<file path="src/rtl/key_scanner.sv">
`default_nettype none
// ============================================================================
// Module   : key_scanner
// Purpose  : 4x4 active-low key matrix scanner with frame debounce and
//            single-key press events. Optional auto-repeat: KEY_SCANNER_REPEAT_EN.
// Revision : 1.0  initial release
// ============================================================================
module key_scanner #(
    parameter int SCAN_DIV        = 50000,
    parameter int DEBOUNCE_FRAMES = 3,
    parameter int REPEAT_FRAMES   = 60
) (
    input  logic       clk,
    input  logic       rst_n,
    input  logic [3:0] row_in,
    output logic [3:0] col_out,
    output logic [3:0] key_code,
    output logic       key_valid,
    output logic       key_down
);

    localparam int DW = (SCAN_DIV > 2) ? $clog2(SCAN_DIV) : 1;
    localparam int SW = $clog2(DEBOUNCE_FRAMES + 1);
    localparam logic [DW-1:0] c_DWELL_LAST = DW'(SCAN_DIV - 1);
    localparam logic [SW-1:0] c_DEB_SAT    = SW'(DEBOUNCE_FRAMES);
    localparam logic [SW-1:0] c_DEB_ONE    = SW'(1);

    localparam logic [0:0] c_ST_IDLE    = 1'b0;
    localparam logic [0:0] c_ST_PRESSED = 1'b1;
    typedef enum logic [0:0] {
        ST_IDLE    = c_ST_IDLE,
        ST_PRESSED = c_ST_PRESSED
    } state_t;

    generate
        if (SCAN_DIV < 2) begin : g_bad_scan_div
            $error("key_scanner: SCAN_DIV must be >= 2");
        end
        if (DEBOUNCE_FRAMES < 1) begin : g_bad_debounce
            $error("key_scanner: DEBOUNCE_FRAMES must be >= 1");
        end
        if (REPEAT_FRAMES < 1) begin : g_bad_repeat
            $error("key_scanner: REPEAT_FRAMES must be >= 1");
        end
    endgenerate

    logic [DW-1:0] r_dwell;
    logic [1:0]    r_col;
    logic [15:0]   r_snap;
    logic [15:0]   r_prev;
    logic [SW-1:0] r_stable;

    logic          w_tick;
    logic          w_frame_end;
    logic [15:0]   w_snap_full;
    logic [SW-1:0] w_stable_next;
    logic          w_accept;
    logic          w_any;
    logic          w_one;
    logic [3:0]    w_idx;
    logic [3:0]    w_code;

    assign w_tick      = (r_dwell == c_DWELL_LAST);
    assign w_frame_end = w_tick && (r_col == 2'd3);
    assign col_out     = ~(4'b0001 << r_col);

    // The last column is sampled on the frame-end tick itself, so splice it in.
    always_comb begin
        w_snap_full        = r_snap;
        w_snap_full[15:12] = ~row_in;
    end

    always_comb begin
        w_stable_next = c_DEB_ONE;
        if (w_snap_full == r_prev) begin
            w_stable_next = (r_stable == c_DEB_SAT) ? c_DEB_SAT : r_stable + 1'b1;
        end
    end

    assign w_accept = w_frame_end && (w_stable_next == c_DEB_SAT);
    assign w_any    = |w_snap_full;
    assign w_one    = w_any && ((w_snap_full & (w_snap_full - 16'd1)) == 16'd0);

    always_comb begin
        w_idx = 4'd0;
        for (int i = 0; i < 16; i++) begin
            if (w_snap_full[i]) w_idx = i[3:0];
        end
    end

    // Snapshot bit index is col*4+row; the reported code is row*4+col.
    assign w_code = {w_idx[1:0], w_idx[3:2]};

    always_ff @(posedge clk) begin
        if (!rst_n) begin
            r_dwell  <= '0;
            r_col    <= 2'd0;
            r_snap   <= 16'd0;
            r_prev   <= 16'd0;
            r_stable <= '0;
        end else if (w_tick) begin
            r_dwell                  <= '0;
            r_col                    <= r_col + 2'd1;
            r_snap[{r_col, 2'b00} +: 4] <= ~row_in;
            if (w_frame_end) begin
                r_prev   <= w_snap_full;
                r_stable <= w_stable_next;
            end
        end else begin
            r_dwell <= r_dwell + 1'b1;
        end
    end

    state_t     r_state;
    state_t     w_state_next;
    logic [3:0] r_key_code;
    logic [3:0] w_code_next;
    logic       r_key_valid;
    logic       w_valid_next;
    logic       r_key_down;
    logic       w_down_next;

`ifdef KEY_SCANNER_REPEAT_EN
    localparam int RW = (REPEAT_FRAMES > 1) ? $clog2(REPEAT_FRAMES) : 1;
    localparam logic [RW-1:0] c_REP_LAST = RW'(REPEAT_FRAMES - 1);
    logic [RW-1:0] r_rep;
    logic [RW-1:0] w_rep_next;
`endif

    always_ff @(posedge clk) begin
        if (!rst_n) begin
            r_state     <= ST_IDLE;
            r_key_code  <= 4'd0;
            r_key_valid <= 1'b0;
            r_key_down  <= 1'b0;
`ifdef KEY_SCANNER_REPEAT_EN
            r_rep       <= '0;
`endif
        end else begin
            r_state     <= w_state_next;
            r_key_code  <= w_code_next;
            r_key_valid <= w_valid_next;
            r_key_down  <= w_down_next;
`ifdef KEY_SCANNER_REPEAT_EN
            r_rep       <= w_rep_next;
`endif
        end
    end

    always_comb begin
        w_state_next = r_state;
        w_code_next  = r_key_code;
        w_valid_next = 1'b0;
        w_down_next  = r_key_down;
`ifdef KEY_SCANNER_REPEAT_EN
        w_rep_next   = r_rep;
`endif
        if (w_accept) begin
            case (r_state)
                ST_IDLE: begin
                    if (w_one) begin
                        w_state_next = ST_PRESSED;
                        w_code_next  = w_code;
                        w_valid_next = 1'b1;
                        w_down_next  = 1'b1;
`ifdef KEY_SCANNER_REPEAT_EN
                        w_rep_next   = '0;
`endif
                    end
                end
                ST_PRESSED: begin
                    if (!w_any) begin
                        w_state_next = ST_IDLE;
                        w_down_next  = 1'b0;
`ifdef KEY_SCANNER_REPEAT_EN
                        w_rep_next   = '0;
`endif
                    end else if (w_one && (w_code != r_key_code)) begin
                        w_code_next  = w_code;
                        w_valid_next = 1'b1;
`ifdef KEY_SCANNER_REPEAT_EN
                        w_rep_next   = '0;
                    end else if (w_one) begin
                        if (r_rep == c_REP_LAST) begin
                            w_valid_next = 1'b1;
                            w_rep_next   = '0;
                        end else begin
                            w_rep_next = r_rep + 1'b1;
                        end
`endif
                    end
                end
                default: w_state_next = ST_IDLE;
            endcase
        end
    end

    assign key_code  = r_key_code;
    assign key_valid = r_key_valid;
    assign key_down  = r_key_down;

endmodule
`default_nettype wire

</file>
<file path="config.mk">
export PLATFORM = sky130hd
export DESIGN_NAME = key_scanner
export DESIGN_NICKNAME = d
export VERILOG_FILES = /design/src/rtl/key_scanner.sv
export SDC_FILE = /design/constraint.sdc
export NUM_CORES = 1
export LEC_CHECK = 0
export BUFFER_PORTS_ARGS = -buffer_cell sky130_fd_sc_hd__buf_4
export CAP_MARGIN = 20
export CORE_UTILIZATION = 48
export CTS_BUF_LIST = sky130_fd_sc_hd__clkbuf_4 sky130_fd_sc_hd__clkbuf_8 sky130_fd_sc_hd__clkbuf_16
export CTS_CLUSTER_DIAMETER = 80
export DETAILED_ROUTE_END_ITERATION = 10
export PLACE_DENSITY = 0.67
export SLEW_MARGIN = 20
export SYNTH_ARGS = -nofsm -noshare
export SYNTH_HDL_FRONTEND = slang
export SYNTH_SLANG_ARGS = --single-unit
</file>
<file path="constraint.sdc">
create_clock -name clk -period 3.5 [get_ports clk]
set_input_delay 0.35 -clock clk [delete_from_list [all_inputs] [get_ports clk]]
set_output_delay 0.35 -clock clk [all_outputs]
set_load 0.005 [all_outputs]
</file>
**Word-level counts from Yosys, hierarchy flattened**

Cells that the tools add are included.

- Flip-flop bits (word level): 59
- Bits of input ports: 6
- Output and inout bits: 10
- Logic and storage cells: 74

- Add/subtract/negate cells: 5
- Eq/ne operators: 10
- Shifts and indexed selects: 3
- Muxes and demuxes: 31
- Bitwise operators: 5
- Reductions and logical operators: 11

Operator list:

| cell | number |
|---|---|
| 4-bit two-way mux | 17 |
| 16-bit by 1-bit adder with 16-bit output (second input constant) | 1 |
| 16-bit AND | 1 |
| 16-bit bitwise mux | 1 |
| 16-bit == test | 1 |
| 16-bit == test (second input constant) | 1 |
| 16-bit zero test | 1 |
| 16-bit OR reduction | 1 |
| 4-bit by 6-bit variable shift with 16-bit output (first input constant) | 1 |
| 4-bit by 6-bit variable part select with 16-bit output | 1 |
| 16-bit by 1-bit subtractor with 16-bit output (second input constant) | 1 |
| 4-bit NOT | 2 |
| 4-bit case mux with 2 select lines | 1 |
| 1-bit two-way mux | 7 |
| 2-bit == test (second input constant) | 3 |
| 2-bit != test (second input constant) | 3 |
| 4-bit negator with 6-bit output | 1 |
| 1-bit case mux with 2 select lines | 3 |
| 2-bit by 1-bit adder with 2-bit output (second input constant) | 2 |
| 1-bit logical AND | 4 |
| 2-bit two-way mux | 2 |
| 4-bit != test | 1 |
| 2-bit AND reduction | 2 |
| 4-bit AND reduction | 1 |
| other kinds (5) | 6 |

**Longest topological paths before layout**

Gate-level depths: netlist of run 1.

- Depth in word-level cells: 20
- Gate-level depth with buffers: 8
- Depth with buffers taken out: 8

**Worst setup path after synthesis of run 1**

OpenSTA, ideal clock, no wires.

- Path type: flip-flop to flip-flop
- Start: reg r_dwell[0]
- End: reg r_key_code[0] (netlist: key_code[0])
- Library setup time: 72 ps
- Arrival time: 2519 ps
- Data required time: 3428 ps
- Slack: 909 ps
- Cell stages (with the launch flop): 9
- Path buffers: 0
- Cell sequence: dfxtp_1 -> ha_1 -> nand3_2 -> or4_4 -> nor3_4 -> nand4_1 -> or4_4 -> a41oi_4 -> mux2i_1

- Cells in the longest elaborated chain, start to end: 4

Ends and longest elaborated chain:

| element | line | source |
|---|---|---|
| start: declaration | 47 | `logic [DW-1:0] r_dwell;` |
| start signal: assignment | 110 | `r_dwell <= r_dwell + 1'b1;` |
| 16-bit == test | 63 | `assign w_tick = (r_dwell == c_DWELL_LAST);` |
| 1-bit logical AND | 64 | `assign w_frame_end = w_tick && (r_col == 2'd3);` |
| 1-bit logical AND | 80 | `assign w_accept = w_frame_end && (w_stable_next == c_DEB_SAT);` |
| 4-bit AND reduction (no line) | n/a |  |
| end signal: assignment | 141 | `r_key_code <= w_code_next;` |
| end: declaration | 116 | `logic [3:0] r_key_code;` |

Every way passes these cells.
A chain may end at the register's enable or synchronous reset.

**Worst setup path in the final report of run 1**

- Start: reg r_snap[1]
- End: reg r_key_code[3] (netlist: key_code[3])

- Cells in the longest elaborated chain, start to end: 19
- Elaborated cells on any way between the ends: 30
- Those cells by class: 1 x add/sub; 6 x eq/ne; 16 x mux; 1 x bitwise; 6 x reduce/logical

Ends and longest elaborated chain:

| element | line | source |
|---|---|---|
| start: declaration | 49 | `logic [15:0] r_snap;` |
| start signal: indexed assignment | 104 | `r_snap[{r_col, 2'b00} +: 4] <= ~row_in;` |
| 1-bit two-way mux | 87 | `if (w_snap_full[i]) w_idx = i[3:0];` |
| 4-bit two-way mux (14 in a row) | 87 |  |
| 4-bit != test | 178 | `end else if (w_one && (w_code != r_key_code)) begin` |
| 1-bit logical AND | 178 |  |
| 2-bit by 1-bit != test with 1-bit output (no line) | n/a |  |
| 4-bit AND reduction (no line) (*) | n/a |  |

Every way passes the cells marked *; elsewhere a longest branch is shown, timed or not.

==> results of run 1 <==
-- per-layer routing --
metal | vias up | share of wire (%) | track usage (%)
li1 | 1233 | - | -
met1 | 1135 | 47 | 26.6
met2 | 36 | 49 | 36.9
met3 | 7 | 2.7 | 3.86
met4 | 0 | 1.4 | 6.07
met5 | - | 0 | 0
-- placed cells by master, fill, tap and decap left out, types with 2 or more instances in the layout --
master / netlist / layout
nand2_1: 60 / 60
dfxtp_1: 55 / 55
nor2_1: 29 / 29
buf_4: 0 / 18
xnor2_1: 16 / 16
a21oi_1: 16 / 16
a21boi_0: 16 / 16
xor2_1: 15 / 15
inv_1: 13 / 13
nand3_1: 11 / 11
nand4_1: 10 / 10
nor3_1: 10 / 10
o21ai_0: 9 / 9
nor2b_1: 9 / 9
or3_1: 7 / 7
ha_1: 6 / 6
mux2i_1: 5 / 5
clkbuf_8: 0 / 5
o211a_1: 4 / 4
nor4_1: 4 / 4
nor3b_1: 4 / 4
and2_1: 4 / 4
and4_1: 3 / 3
maj3_1: 3 / 3
or4_4: 2 / 2
and3_1: 2 / 2
or4b_2: 2 / 2
a221oi_1: 2 / 2
clkinvlp_4: 0 / 2
-- sequential cells by signal, indices dropped and copies added (netlist names) --
signal	count
r_prev	16
r_col	2
key_valid	1
r_state	1
r_stable	2
key_down	1
key_code	4
r_snap	12
r_dwell	16
-- synthesized netlist by cell type (2+ instances only) --
master and n:
nand2_1 60, dfxtp_1 55, nor2_1 29, clkbuf_1 17
a21boi_0 16, a21oi_1 16, xnor2_1 16, xor2_1 15
inv_1 13, nand3_1 11, nand4_1 10, nor3_1 10
nor2b_1 9, o21ai_0 9, or3_1 7, ha_1 6
mux2i_1 5, and2_1 4, nor3b_1 4, nor4_1 4
o211a_1 4, and4_1 3, buf_2 3, maj3_1 3
a221oi_1 2, and3_1 2, or4_4 2, or4b_2 2
-- through the flow --
stage | hold slack (ps) | setup slack [ps] | instance area [um^2] | power (mW) | cells
2_1_floorplan | 418 | 909 | 2950 | 0.680 | 359
3_3_place_gp | 432 | 860 | 3080 | 0.695 | 430
3_5_place_dp | 441 | 753 | 3080 | 0.696 | 430
4_1_cts | 418 | 725 | 3170 | 1.05 | 438
5_1_grt | 421 | 499 | 3170 | 1.08 | 438
6_report | 427 | 704 | 3170 | 1.03 | 438
-- logic make-up (layout without fill, tap and decap cells) --
logic type	count (synthesis)	count (layout)	synth area share (%)
compound gates	58	58	14.0
flops	55	55	37.4
simple gates	165	165	28.9
fa+ha+maj	9	9	3.57
xor+xnor	31	31	9.21
buf+inv	35	39	4.88
mux	6	6	2.08
-- layout make-up --
class	instances	area, um^2	area share [%]
tap	75	93.8	2.96
inverter	13	48.8	1.54
timing repair buffer	18	135	4.26
clock inverter	3	20.0	0.631
clock buffer	5	68.8	2.17
sequential	55	1100	34.7
multi-input combinational	269	1700	53.7
-- path summary, 6_finish.rpt --
path | from | end | slack (ps) | cells after the start
worst max-delay path | r_snap[1] | key_code[3] | 700 | 7
worst min register to register | r_dwell[0] | r_dwell[0] | 460 | 1
worst max register to register | r_snap[1] | key_code[3] | 700 | 7
worst min-delay path | row_in[1] | r_prev[13] | 430 | 3
-- worst min-delay path: cells and delay by family --
family / cells / cell delay (ps)
buffers and inverters: 1 / 160
AND/OR/NAND/NOR: 1 / 70
AO/OA/AOI/OAI: 1 / 130
-- where the power goes --
| group | switching (mW) | internal, mW | total [mW] |
|---|---|---|---|
| Clock | 0.212 | 0.140 | 0.352 |
| Sequential | 0.00283 | 0.628 | 0.631 |
| Combinational | 0.0312 | 0.0196 | 0.0508 |
==> metrics.txt, run 1 <==
Max VDD drop 0.166 mV; unique cell type count in the Yosys netlist 50; Clock transition at path regs approximately 100 ps; worst-path cell chain nor4_1, nand2_1, o41ai_1, nand3_1, or4_4, a41oi_4, mux2i_1; CP max stage delay approximately 580 ps; CTS Hold Bufs 0; outcome finished clean; register area share after synthesis about 37%; syn avg cell area 8.21 um^2; WL/cell roughly 14 um; dominant cell type by area after synthesis dfxtp_1; nets@finish between 300 and 400; GRT Residual Overflow 0; Final Hold Fails 0; root buffer cell clkbuf_8; core box area between 5000 and 6000 um^2; slowest CP cell or4_4; antenna violations before repair 0; worst-skew pair later-pin latency 310 ps; Ant. Diodes 0; Fillers 562; Max Clock Freq 358 MHz; final core occ a little over half; DRT Pass-1 Iters 4; CTS max path bufs 2; die height around 80 um; asr flop ratio synth 0%; worst path bufs/invs 0; post-layout min period between 2000 and 3000 ps; Crit path max-delay family simple AND/OR/NAND/NOR gates; leading cell types by total area after synthesis dfxtp_1 (37%), nand2_1 (7.6%), xnor2_1 (4.8%), xor2_1 (4.5%), a21boi_0 (4.1%); die width between 80 and 90 um; post-CTS sizing 0; I/O pin total 16; initial DRC count 120; Cells after Synth 359; htree depth 2; largest net degree at the start of global routing 45; DRC 0; Synth top area share between 30% and 40%; die area approximately 6500 um^2; syn_nets between 300 and 400; antenna-violating nets left 0; final setup violation count 0; Syn. warnings 0; dpl hpwl 4420 um; maximum capacitance violations 0; Post-CTS Setup Inserts 0; CTS Buf Count 5; fin crit share between 70 and 80%; EDFF count, synth 0; PortBufs 15; RSZ-0062 raised after global routing false; number of synthesized register bits 55; Routed Wire Length 6240 um; Worst EP required 3740 ps; Post-Syn Area about 2900 um^2; Tot GR Track Use 21.3%; top fanout value on the critical path 7; Layout Skew around 9 ps; number of global-route vias before repair between 2,000 and 2,500; Avg Vias per Cell ~5.5; hold crit path type primary input to flip-flop; CTS tree built; Starting Density between 40% and 50%; CP Launch Type flip-flop; endpoint class of the critical path flip-flop; Setup CP Type flip-flop to flip-flop; pwr/cell area ~330 nW/um^2; total vias in the final route roughly 2,400; layout cells sized above 1 between 10 and 15%; first-pass GRT wire length about 11,000 um; Rows 28; clock sink total 55; Rel. slew slack 60.9%; Top FF cell, synth dfxtp_1; final count of pins violating max slew 0; Worst EP arrival 3030 ps; worst slew pin tran just under 600 ps; Layout area overhead 7.56%; setup_tns 0 ps; gpl congestion about 0.9; Leak Pwr 1.14 nW
Power figures use the tool's default switching activity.
==> run 2, diff against run 1 <==
PLACE_DENSITY = 0.7   (was 0.67)
clock period = 2.4 ns   (was 3.5 ns; I/O delays follow)
==> run 2 against run 1 <==
The run now ends with negative setup slack left. Via count increased by 8.0%. Clock power up 51%. Power grew 49%. Clock-buffer cell count stayed put. Die area unchanged. Global-route usage up 1.6 points. Fmax grew 15%. Largest power group unchanged. Utilization rose by 6.1 points.
==> metrics.txt, run 2 (synthesis gave the netlist of run 1 again) <==
outcome finished with violations; failing checks negative setup slack; I/O pin total 16 (unchanged); hold crit path type primary input to flip-flop; most frequent cells in the layout buf_4 (58), nand2_1 (56), dfxtp_1 (53); Fillers 538 (-4.3%); WL/cell 14.6 um (+2.2%); Worst EP required 2650 ps (-1090 ps); total vias in the final route 2,605 (+8.0%); top fanout value on the critical path 5 (-2); met1 usage 26.1% (-0.53 points); die height 80.4 um (unchanged); antenna violations before repair 0 (unchanged); most common cell after layout, fill and taps aside buf_4; Cell Count Post-Placement 466 (+8.4%); final core occ 59.7% (+6.1 points); Max VDD drop 0.260 mV (+57%); clock sink total 55 (unchanged); htree depth 2 (unchanged); dpl hpwl 5040 um (+14%); root buffer cell clkbuf_8; Leak Pwr 1.36 nW (+20%); DRC 0 (unchanged); fin crit share 101% (+21 points); pwr/cell area 436 nW/um^2 (+34%); gpl congestion 0.846 (-3.7%); met2 Use GR 41.4% (+4.6 points); worst slew pin tran 514 ps (-67.0 ps); Avg Vias per Cell 5.45 (-1.0%); Layout Skew 9.00 ps (-0.191 ps); Register Area 1100 um^2 (+0.23%); Clock transition at path regs 110 ps (about the same); initial DRC count 147 (+23%); Starting Density 49.8% (unchanged); met3 Usage GRT 3.64% (-0.23 points); Finished Layout Cells 478 (+9.1%); endpoint class of the critical path flip-flop; CTS tree built; GRT Residual Overflow 0 (unchanged); worst setup margin -31.3 ps (-735 ps); DRT Pass-1 Iters 4 (unchanged); Worst EP arrival 2680 ps (-350 ps); maximum capacitance violations 0 (unchanged); hold slack 258 ps (-169 ps); Routed Wire Length 6960 um (+12%); Layout area overhead 19.9%; nets@finish 414 (+11%); die width 80.4 um (unchanged); global route hottest layer met2; Largest regs r_dwell: 16 flops, r_prev: 16 flops, r_snap: 12 flops; Tot GR Track Use 22.8% (+1.6 points); Rel. slew slack 65.4% (+4.5 points); final setup violation count 4 (+4); die area 6460 um^2 (unchanged); PortBufs 15 (unchanged); post-layout min period 2430 ps (-365 ps); core box area 5920 um^2 (unchanged); CP Launch Type flip-flop; largest net degree at the start of global routing 45 (unchanged); first-pass GRT wire length 11,500 um (+6.8%); Max Clock Freq 411 MHz (+15%); final count of pins violating max slew 0 (unchanged); CTS Buf Count 5 (unchanged); Final Hold Fails 0 (unchanged); number of global-route vias before repair 2,488 (+10%); antenna-violating nets left 0 (unchanged); RSZ-0062 raised after global routing true; worst-skew pair later-pin latency 310 ps (about the same); layout cells sized above 1 22.1% (+11 points); Rows 28 (unchanged); Multi-input gate area 1760 um^2 (+3.2%); Ant. Diodes 0 (unchanged); PnR Total Power 1.54 mW (+49%); CTS max path bufs 2 (unchanged); Setup CP Type flip-flop to flip-flop
==> run 2: cell types whose count changed in the layout (fill, tap and decap cells not counted), moves of 2 or more <==
| cell | previous run | this run |
|---|---|---|
| buf_4 | 18 | 58 |
| nand2_1 | 60 | 56 |
| nand2_2 | 0 | 4 |
| clkinv_4 | 0 | 2 |
| dfxtp_1 | 55 | 53 |
| dfxtp_2 | 0 | 2 |
==> run 2: area by class of cell <==
cell class / instances / share of cell area, %
well taps: 75 / 2.66
clock buffers: 5 / 1.95
multi-input cells: 269 / 49.8
clock inverters: 3 / 0.708
repair buffers: 58 / 12.3
flip-flops and latches: 55 / 31.2
inverters: 13 / 1.38
==> run 2: power by group <==
group | switching (mW) | total [mW] | internal, mW
Combinational | 0.0503 | 0.0872 | 0.0369
Sequential | 0.00428 | 0.921 | 0.917
Clock | 0.321 | 0.531 | 0.210
Total | 0.376 | 1.54 | 1.16
==> run 2: worst max-delay path: stages (launching register included) <==
cell and delay, ps:
dfxtp_2 360, ha_4 150, nand3_4 70, or4_4 440, nor3_4 160, nand4_1 100
or4_4 570, a41oi_4 300, mux2i_1 220
==> run 2: stage by stage <==
step | cell area (um^2) | TNS [ps] | worst slack, ps
floorplan | 2990 | -46.3 | -11.6
global placement | 3390 | 0 | 21.6
detailed placement | 3390 | -112 | -32.7
CTS | 3490 | -204 | -54.0
global route | 3530 | -787 | -180
finish | 3530 | -92.0 | -31.3
==> run 2: worst paths after layout <==
| kind | from | to | slack, ps | cells after the start |
|---|---|---|---|---|
| max | r_dwell[0] | key_code[2] | -30 | 8 |
| min | row_in[2] | r_prev[14] | 260 | 3 |
| max reg2reg | r_dwell[0] | key_code[2] | -30 | 8 |
| min reg2reg | r_prev[0] | r_prev[0] | 480 | 2 |
==> run 2: timing repair <==
action                                  CTS  global route
gates resized for setup                   0             7
endpoints found under the setup margin    5            12
pin swaps                                 1             1
hold buffers                              0             0
setup buffers                             1             3
==> run 2: layer usage <==
metal,vias up,share of wire [%],wire [um]
met2,49,51,3570
met3,20,2.5,174
met1,1217,43,2980
li1,1319,-,-
met4,0,3.3,231
met5,-,0,0
==> run 3, diff against run 2 <==
SKIP_CTS_REPAIR_TIMING = 1   (was not set)
==> run 3 against run 2 <==
Clock-buffer cell count unchanged. The run still ends with negative setup slack left. Non-clock buffer count unchanged. Sequential share of layout area down 0.055 points. Via count unchanged. Register-to-register slack worse by 40 ps. Critical path depth unchanged. Clock skew about the same. Flip-flop and latch count unchanged. Worst setup slack worse by 39 ps.
==> metrics.txt, run 3 (synthesis gave the netlist of run 1 again) <==
outcome finished with violations; failing checks negative setup slack; Final Hold Fails 0 (unchanged); endpoint class of the critical path flip-flop; worst-path cell chain ha_4, nand3_4, or4_4, nor3_4, nand4_1, or4_4, a41oi_4, mux2i_1; Clock transition at path regs 100 ps (about the same); Setup CP Type flip-flop to flip-flop; fin crit share 103% (+1.6 points); Rel. slew slack 64.7% (-0.72 points); Layout area overhead 20.1%; maximum capacitance violations 0 (unchanged); Largest regs r_dwell: 16 flops, r_prev: 16 flops, r_snap: 12 flops; Finished Layout Cells 478 (unchanged); CP Launch Type flip-flop; worst-skew pair later-pin latency 310 ps (about the same); hold slack 257 ps (-0.331 ps); Worst EP required 2650 ps (about the same); final instance area 3540 um^2 (+0.18%); Max VDD drop 0.260 mV (about the same); setup_tns -262 ps (-170 ps); antenna violations before repair 0 (unchanged); CP max stage delay 520 ps (-50 ps); Routed Wire Length 6940 um (-0.34%); post-layout min period 2470 ps (+39.2 ps); DRC 0 (unchanged); Tot GR Track Use 22.8% (-0.024 points); Rows 28 (unchanged); worst slew pin tran 524 ps (+10.7 ps); hold crit path type primary input to flip-flop; DRT Pass-1 Iters 4 (unchanged); GRT Residual Overflow 0 (unchanged); I/O pin total 16 (unchanged); nets@finish 414 (unchanged); layout cells sized above 1 22.3% (+0.25 points); final count of pins violating max slew 0 (unchanged); antenna-violating nets left 0 (unchanged); Worst EP arrival 2720 ps (+40 ps); Ant. Diodes 0 (unchanged); Cell Count Post-Placement 466 (unchanged); core box area 5920 um^2 (unchanged); pwr/cell area 434 nW/um^2 (-0.41%); die height 80.4 um (unchanged); clock sink total 55 (unchanged); worst setup margin -70.5 ps (-39.2 ps); worst path bufs/invs 0 (unchanged); most frequent cells in the layout buf_4 (58), nand2_1 (56), dfxtp_1 (53); Avg Vias per Cell 5.45 (unchanged); die width 80.4 um (unchanged); Placed Area 3390 um^2 (unchanged); total vias in the final route 2,605 (unchanged); Layout Skew 8.73 ps (-0.270 ps); RSZ-0062 raised after global routing true; Max Clock Freq 405 MHz (-1.6%); htree depth 2 (unchanged); cell mode on critical path or4_4; dpl hpwl 5040 um (unchanged); most common cell after layout, fill and taps aside buf_4; first-pass GRT wire length 11,400 um (about the same); Crit path max-delay family simple AND/OR/NAND/NOR gates; Leak Pwr 1.37 nW (+0.11%); CTS max path bufs 2 (unchanged); final setup violation count 5 (+1); slowest CP cell or4_4; PortBufs 15 (unchanged); number of global-route vias before repair 2,488 (unchanged); top fanout value on the critical path 5 (unchanged); die area 6460 um^2 (unchanged); WL/cell 14.5 um (-0.34%); gpl congestion 0.846 (unchanged); root buffer cell clkbuf_8; CTS Buf Count 5 (unchanged); initial DRC count 141 (-4.1%); Starting Density 49.8% (unchanged); CTS tree built; largest net degree at the start of global routing 45 (unchanged)
## run 3: cell counts in the layout (fill, tap and decap cells not counted)
Identical to the previous run, type by type.
## run 3: final cells by class
class / instances / area, um^2
Sequential cell: 55 / 1100
Clock inverter: 3 / 25.0
Timing Repair Buffer: 58 / 435
Fill cell: 536 / 2380
Multi-Input combinational cell: 269 / 1760
Tap cell: 75 / 93.8
Clock buffer: 5 / 68.8
Inverter: 13 / 48.8
## run 3: worst paths after layout
kind / start / to / slack [ps] / cells past startpoint
worst max-delay path: r_dwell[1] / key_code[2] / -70 / 8
worst min-delay path: row_in[2] / r_prev[14] / 260 / 3
worst max register to register: r_dwell[1] / key_code[2] / -70 / 8
worst min register to register: r_prev[0] / r_prev[0] / 480 / 2
## run 3: metal layers
layer	GRT usage [%]	routed length, um	share of wire, %	up-vias
met3	3.64	176	2.5	20
li1	-	-	-	1319
met2	41.4	3550	51	43
met4	9.82	234	3.4	0
met1	26.1	2980	43	1223
met5	0	0	0	-
## run 3: tightest hold or removal path, cell delays in order
cell     delay, ps
buf_4          120
nand2_1         50
o211a_1        110
## run 3: through the flow
stage | power [mW] | worst slack [ps] | util, %
2_1_floorplan | 0.996 | -11.6 | -
4_1_cts | 1.55 | -68.9 | 58.8
3_3_place_gp | 1.03 | 21.6 | 57.2
6_report | 1.54 | -70.5 | 59.8
5_1_grt | 1.59 | -188 | 59.8
3_5_place_dp | 1.03 | -32.7 | 57.2
## run 3: report_power, final
group	total (mW)	internal [mW]	leakage, nW	switching, mW
Combinational	0.0870	0.0369	0.878	0.0501
Clock	0.527	0.209	0.0443	0.318
Sequential	0.921	0.917	0.444	0.00421
Total	1.54	1.16	1.37	0.372
